`src/rtl/sram_like_arbiter.sv`:
```
// Shares one sram-like memory port between the inst and data masters; one outstanding
// transaction, data-side priority with a saturating starvation counter that forces inst through.
module sram_like_arbiter #(
    parameter int unsigned STARVE_LIMIT = 4
) (
    input  logic        clk,
    input  logic        rst,

    input  logic        inst_req,
    input  logic        inst_wr,
    input  logic [1:0]  inst_size,
    input  logic [31:0] inst_addr,
    input  logic [31:0] inst_wdata,
    output logic        inst_addr_ok,
    output logic        inst_data_ok,
    output logic [31:0] inst_rdata,

    input  logic        data_req,
    input  logic        data_wr,
    input  logic [1:0]  data_size,
    input  logic [31:0] data_addr,
    input  logic [31:0] data_wdata,
    output logic        data_addr_ok,
    output logic        data_data_ok,
    output logic [31:0] data_rdata,

    output logic        mem_req,
    output logic        mem_wr,
    output logic [1:0]  mem_size,
    output logic [31:0] mem_addr,
    output logic [31:0] mem_wdata,
    input  logic        mem_addr_ok,
    input  logic        mem_data_ok,
    input  logic [31:0] mem_rdata
);

    localparam int unsigned CNT_W = $clog2(STARVE_LIMIT + 1);

    typedef enum logic [1:0] {
        S_IDLE,
        S_ADDR,
        S_DATA
    } state_t;

    state_t             state, state_next;
    logic               owner;
    logic [CNT_W-1:0]   cnt;

    logic               grant;
    logic               win_data;
    logic               sel;
    logic               owner_req;
    logic               addr_hit;
    logic               complete;

    // In IDLE the port follows the combinational winner; afterwards the latched owner.
    always_comb begin
        grant     = inst_req || data_req;
        win_data  = data_req && !(inst_req && (cnt == CNT_W'(STARVE_LIMIT)));
        sel       = (state == S_IDLE) ? win_data : owner;
        owner_req = sel ? data_req : inst_req;

        mem_wr    = sel ? data_wr    : inst_wr;
        mem_size  = sel ? data_size  : inst_size;
        mem_addr  = sel ? data_addr  : inst_addr;
        mem_wdata = sel ? data_wdata : inst_wdata;

        mem_req    = 1'b0;
        complete   = 1'b0;
        state_next = state;
        case (state)
            S_IDLE: begin
                mem_req  = grant;
                complete = grant && mem_addr_ok && mem_data_ok;
                if (grant) begin
                    if (mem_addr_ok && mem_data_ok) state_next = S_IDLE;
                    else if (mem_addr_ok)           state_next = S_DATA;
                    else                            state_next = S_ADDR;
                end
            end
            S_ADDR: begin
                mem_req  = owner_req;
                complete = owner_req && mem_addr_ok && mem_data_ok;
                if (!owner_req)                      state_next = S_IDLE;
                else if (mem_addr_ok && mem_data_ok) state_next = S_IDLE;
                else if (mem_addr_ok)                state_next = S_DATA;
            end
            S_DATA: begin
                complete = mem_data_ok;
                if (mem_data_ok) state_next = S_IDLE;
            end
            default: state_next = S_IDLE;
        endcase

        if (rst) begin
            mem_req  = 1'b0;
            complete = 1'b0;
        end

        addr_hit     = mem_req && mem_addr_ok;
        inst_addr_ok = addr_hit && !sel;
        data_addr_ok = addr_hit && sel;
        inst_data_ok = complete && !sel;
        data_data_ok = complete && sel;
        inst_rdata   = mem_rdata;
        data_rdata   = mem_rdata;
    end

    always_ff @(posedge clk) begin
        if (rst) begin
            state <= S_IDLE;
            owner <= 1'b0;
            cnt   <= '0;
        end else begin
            state <= state_next;
            if (state == S_IDLE && grant) begin
                owner <= win_data;
                if (win_data && inst_req)
                    cnt <= (cnt == CNT_W'(STARVE_LIMIT)) ? cnt : cnt + CNT_W'(1);
                else
                    cnt <= '0;
            end
        end
    end

endmodule

```
`config.mk`:
```
export PLATFORM = sky130hd
export DESIGN_NAME = sram_like_arbiter
export DESIGN_NICKNAME = d
export VERILOG_FILES = /design/src/rtl/sram_like_arbiter.sv
export SDC_FILE = /design/constraint.sdc
export NUM_CORES = 1
export LEC_CHECK = 0
export BUFFER_PORTS_ARGS = -buffer_cell sky130_fd_sc_hd__buf_2
export CAP_MARGIN = 20
export CORE_AREA = 2 2 118 120
export CTS_CLUSTER_SIZE = 20
export DETAILED_ROUTE_END_ITERATION = 10
export DIE_AREA = 0 0 120 122
export HOLD_SLACK_MARGIN = 0.15
export PLACE_DENSITY = 0.53
export SLEW_MARGIN = 20
export SYNTH_ARGS = -nofsm -noshare
export SYNTH_HDL_FRONTEND = slang
export SYNTH_SLANG_ARGS = --single-unit
export TNS_END_PERCENT = 1
```
`constraint.sdc`:
```
create_clock -name clk -period 2.34 [get_ports clk]
set_input_delay 0.585 -clock clk [delete_from_list [all_inputs] [get_ports clk]]
set_output_delay 0.585 -clock clk [all_outputs]
set_load 0.1 [all_outputs]
```
==> summary.md <==
| Metric | Value |
|---|---|
| Placed cells | approximately 530 |
| Nets@finish | around 540 |
| Die Wd | between 100 and 150 µm |
| Flops & latches, synth | 6 |
| Total global routing overflow | 0 |
| Die Y | between 100 and 150 µm |
| Htree depth | 1 |
| Vias per cell | approximately 3.7 |
| Design Area, Final | about 4300 µm² |
| Gate Count Post-Synth | ~190 |
| Worst setup path startpoint | state[0]$_SDFFE_PP0P_ |
| Most frequent cells in the layout | buf_2 (139), buf_12 (74), mux2_4 (67), buf_4 (18), a21oi_1 (6) |
| Residual DRC | 0 |
| Layout cells sized above 1 | 0.914 |
| Hold buffer count at cts | 0 |
| P&R area growth vs syn | 109% |
| CTS Buf Count | 3 |
| Setup Skew | 0.00292 ns |
| Synth unique cells | 29 |
| Largest net degree at the start of global routing | 13 |
| Met3 usage in global routing | 0.0393 |
| Number of global-route vias before repair | 2235 |
| Most common cell after layout, fill and taps aside | buf_2 |
| Worst path cell trace | or2_4, a22o_4, buf_8, buf_8, mux2_4, buf_12 |
| CTS tree | done |
| Worst path most repeated cell | buf_8 |
| PwrDens | between 500 and 600 nW/µm² |
| Starting Density | 0.152 |
| HP Start | mem_data_ok |
| Global-route met1 utilization | 0.128 |
| CP arrival | a little under 2 ns |
| GRT Resource Usage Total | 0.111 |
| VDD IR max | 0.235 mV |
| HPWL Detailed | between 7000 and 8000 µm |
| Port-buffer cells | roughly 210 |
| Core Box Area | roughly 14000 µm² |
| CP Max Fanout | 8 |
| Clock buffer depth | 2 |
| Worst-path clk slew | around 0.030 ns |
| CTS sink count | 6 |
| Period utilisation layout | 1.07 |
| First drt pass iteration count | 4 |
| Clk Tree Root Cell | clkbuf_16 |
| Final Hold Vio Count | 0 |
| Max-cap violation count | 0 |
| Power consumption | about 2500 µW |
| Class of the worst hold path | input port to flop |
| Slowest cell on crit path | dfxtp_4 |
| Req. time, crit path | roughly 1.8 ns |
| Post-synthesis sequential area ratio | 0.0584 |
| Core Util, Final | 0.318 |
| Final Instance Count excl. Fillers | approximately 540 |
| Mapped Nets | around 360 |
| Antenna violations before repair | 0 |
| Busiest grt layer | met2 |
| Relative slew slack | 0.819 |
| Mapped Area | slightly above 2000 µm² |
| Setup CP Type | flop to output pin |
| Post-DP Area | 3990 µm² |
| Via count | approximately 2000 |
| DR iter-0 viols | between 60 and 70 |
| Inserted Diodes | 0 |
| Fmax | slightly below 0.4 GHz |
| Violated checks | negative setup slack |
| RSZ-0062 raised after global routing | true |
| # IOs | 308 |
| Final setup margin | -0.174 ns |
| Slowest cell delay on critical path | around 0.34 ns |
| Multi-input logic area | around 1400 µm² |
| RR Startpoint | state[1]$_SDFFE_PP0P_ |
| RD Place Congestion | between 0.7 and 0.8 |
| Num rows | 43 |
| WL final | 8880 µm |
| Syn avg cell area | between 10 and 15 µm² |
| Routed length per instance | between 15 and 20 µm |
| Critical Path Sink Type | output pin |
| Fill cells | ~1400 |
| Die area | 14600 µm² |
| Antenna violation net count after detailed routing | 0 |
| Ys Warns | 0 |
| Final setup violation count | 71 |
| Storage element area | approximately 130 µm² |
| GRT met2 Usage | 0.205 |
| Slew @ Worst Pin | roughly 0.27 ns |
| Slew Limit Fails | 0 |
| Min cycle time layout | 2.51 ns |
| First-pass GRT wire length | around 13000 µm |
| Leakage | ~0.0021 µW |
| Clk Latency, worst-skew pair | 0.23 ns |
| Outcome | finished, violations left |
| Worst Setup Start Kind | flop |
-- final cells by class --
| type | count | share of cell area |
|---|---|---|
| clock buffer | 3 | 0.0175 |
| inverter | 4 | 0.00350 |
| multi-input combinational | 106 | 0.319 |
| sequential | 6 | 0.0294 |
| tap | 180 | 0.0524 |
| timing repair buffer | 242 | 0.578 |
-- logic make-up (layout without fill, tap and decap cells) --
group | after synthesis | in the layout | share of synthesized area
AO/OA/AOI/OAI | 15 | 15 | 0.0493
flip-flops | 6 | 6 | 0.0584
multiplexers | 68 | 68 | 0.492
buffers and inverters | 76 | 249 | 0.319
adder cells (fa/ha/maj) | 2 | 2 | 0.0122
AND/OR/NAND/NOR | 21 | 21 | 0.0688
-- routing by layer --
metal  share of wire  vias to the layer above
met3            0.11                        2
li1                -                      942
met5               0                        -
met2            0.52                      149
met4          0.0023                        0
met1            0.37                      928
-- power breakdown --
part,leakage (µW),internal (µW),switching (µW)
Clock,0.0000370,220,60.0
Sequential,0.0000506,107,5.37
Combinational,0.00206,871,1270
Total,0.00215,1200,1330
-- synth_stat cells (all sizes together) --
master | n | share of area
a21oi | 6 | 0.015
a22o | 1 | 0.0085
a311o | 1 | 0.0055
and4bb | 1 | 0.0061
buf | 72 | 0.31
dfxtp | 6 | 0.058
ha | 2 | 0.012
inv | 4 | 0.0073
mux2 | 67 | 0.49
mux2i | 1 | 0.0049
nand2 | 2 | 0.0037
nand2b | 1 | 0.0030
nand3 | 3 | 0.0073
nand3b | 1 | 0.0037
nor2 | 3 | 0.0055
nor2b | 1 | 0.0030
nor3 | 1 | 0.0024
nor3b | 2 | 0.0073
nor4 | 2 | 0.0091
nor4b | 1 | 0.0043
nor4bb | 1 | 0.0049
o21a | 2 | 0.0073
o21ai | 4 | 0.0097
o31ai | 1 | 0.0037
or2 | 1 | 0.0043
or4 | 1 | 0.0043
-- per-stage QoR --
step | worst slack, ns | TNS, ns | hold WS [ns]
after floorplan | -0.474 | -1.59 | 0.459
after global placement | -0.0918 | -4.56 | 0.479
after detailed placement | -0.117 | -6.42 | 0.493
after CTS | -0.175 | -10.07 | 0.530
after global routing | -0.208 | -12.68 | 0.541
final | -0.174 | -9.24 | 0.531
-- worst paths after layout --
kind                           endpoint  slack, ns  depth (start not counted)
setup / recovery           mem_wdata[5]      -0.17                          6
hold / removal    state[1]$_SDFFE_PP0P_       0.53                          2
setup reg to reg  state[0]$_SDFFE_PP0P_       0.98                          3
hold reg to reg     cnt[0]$_SDFFE_PP0P_       0.54                          3
-- state kept, by name, indices dropped and copies added (netlist names) --
| register | count |
|---|---|
| state | 2 |
| cnt | 3 |
| owner | 1 |
-- critical path: cells and delay by family, from the launching register on --
kind            cells  cell delay [ns]
compound gates      1             0.31
buf+inv             3             0.46
flops               1             0.34
mux                 1             0.32
simple gates        1             0.26
-- what timing repair did --
action                                  4_1_cts  5_1_grt
buffers inserted                             12        0
resized for setup                            27        1
pin swaps                                     6        2
endpoints found under the hold margin         0        0
gates cloned                                  2        0
endpoints found under the setup margin       72       71
Note: power is estimated with default switching activity, not from simulation.
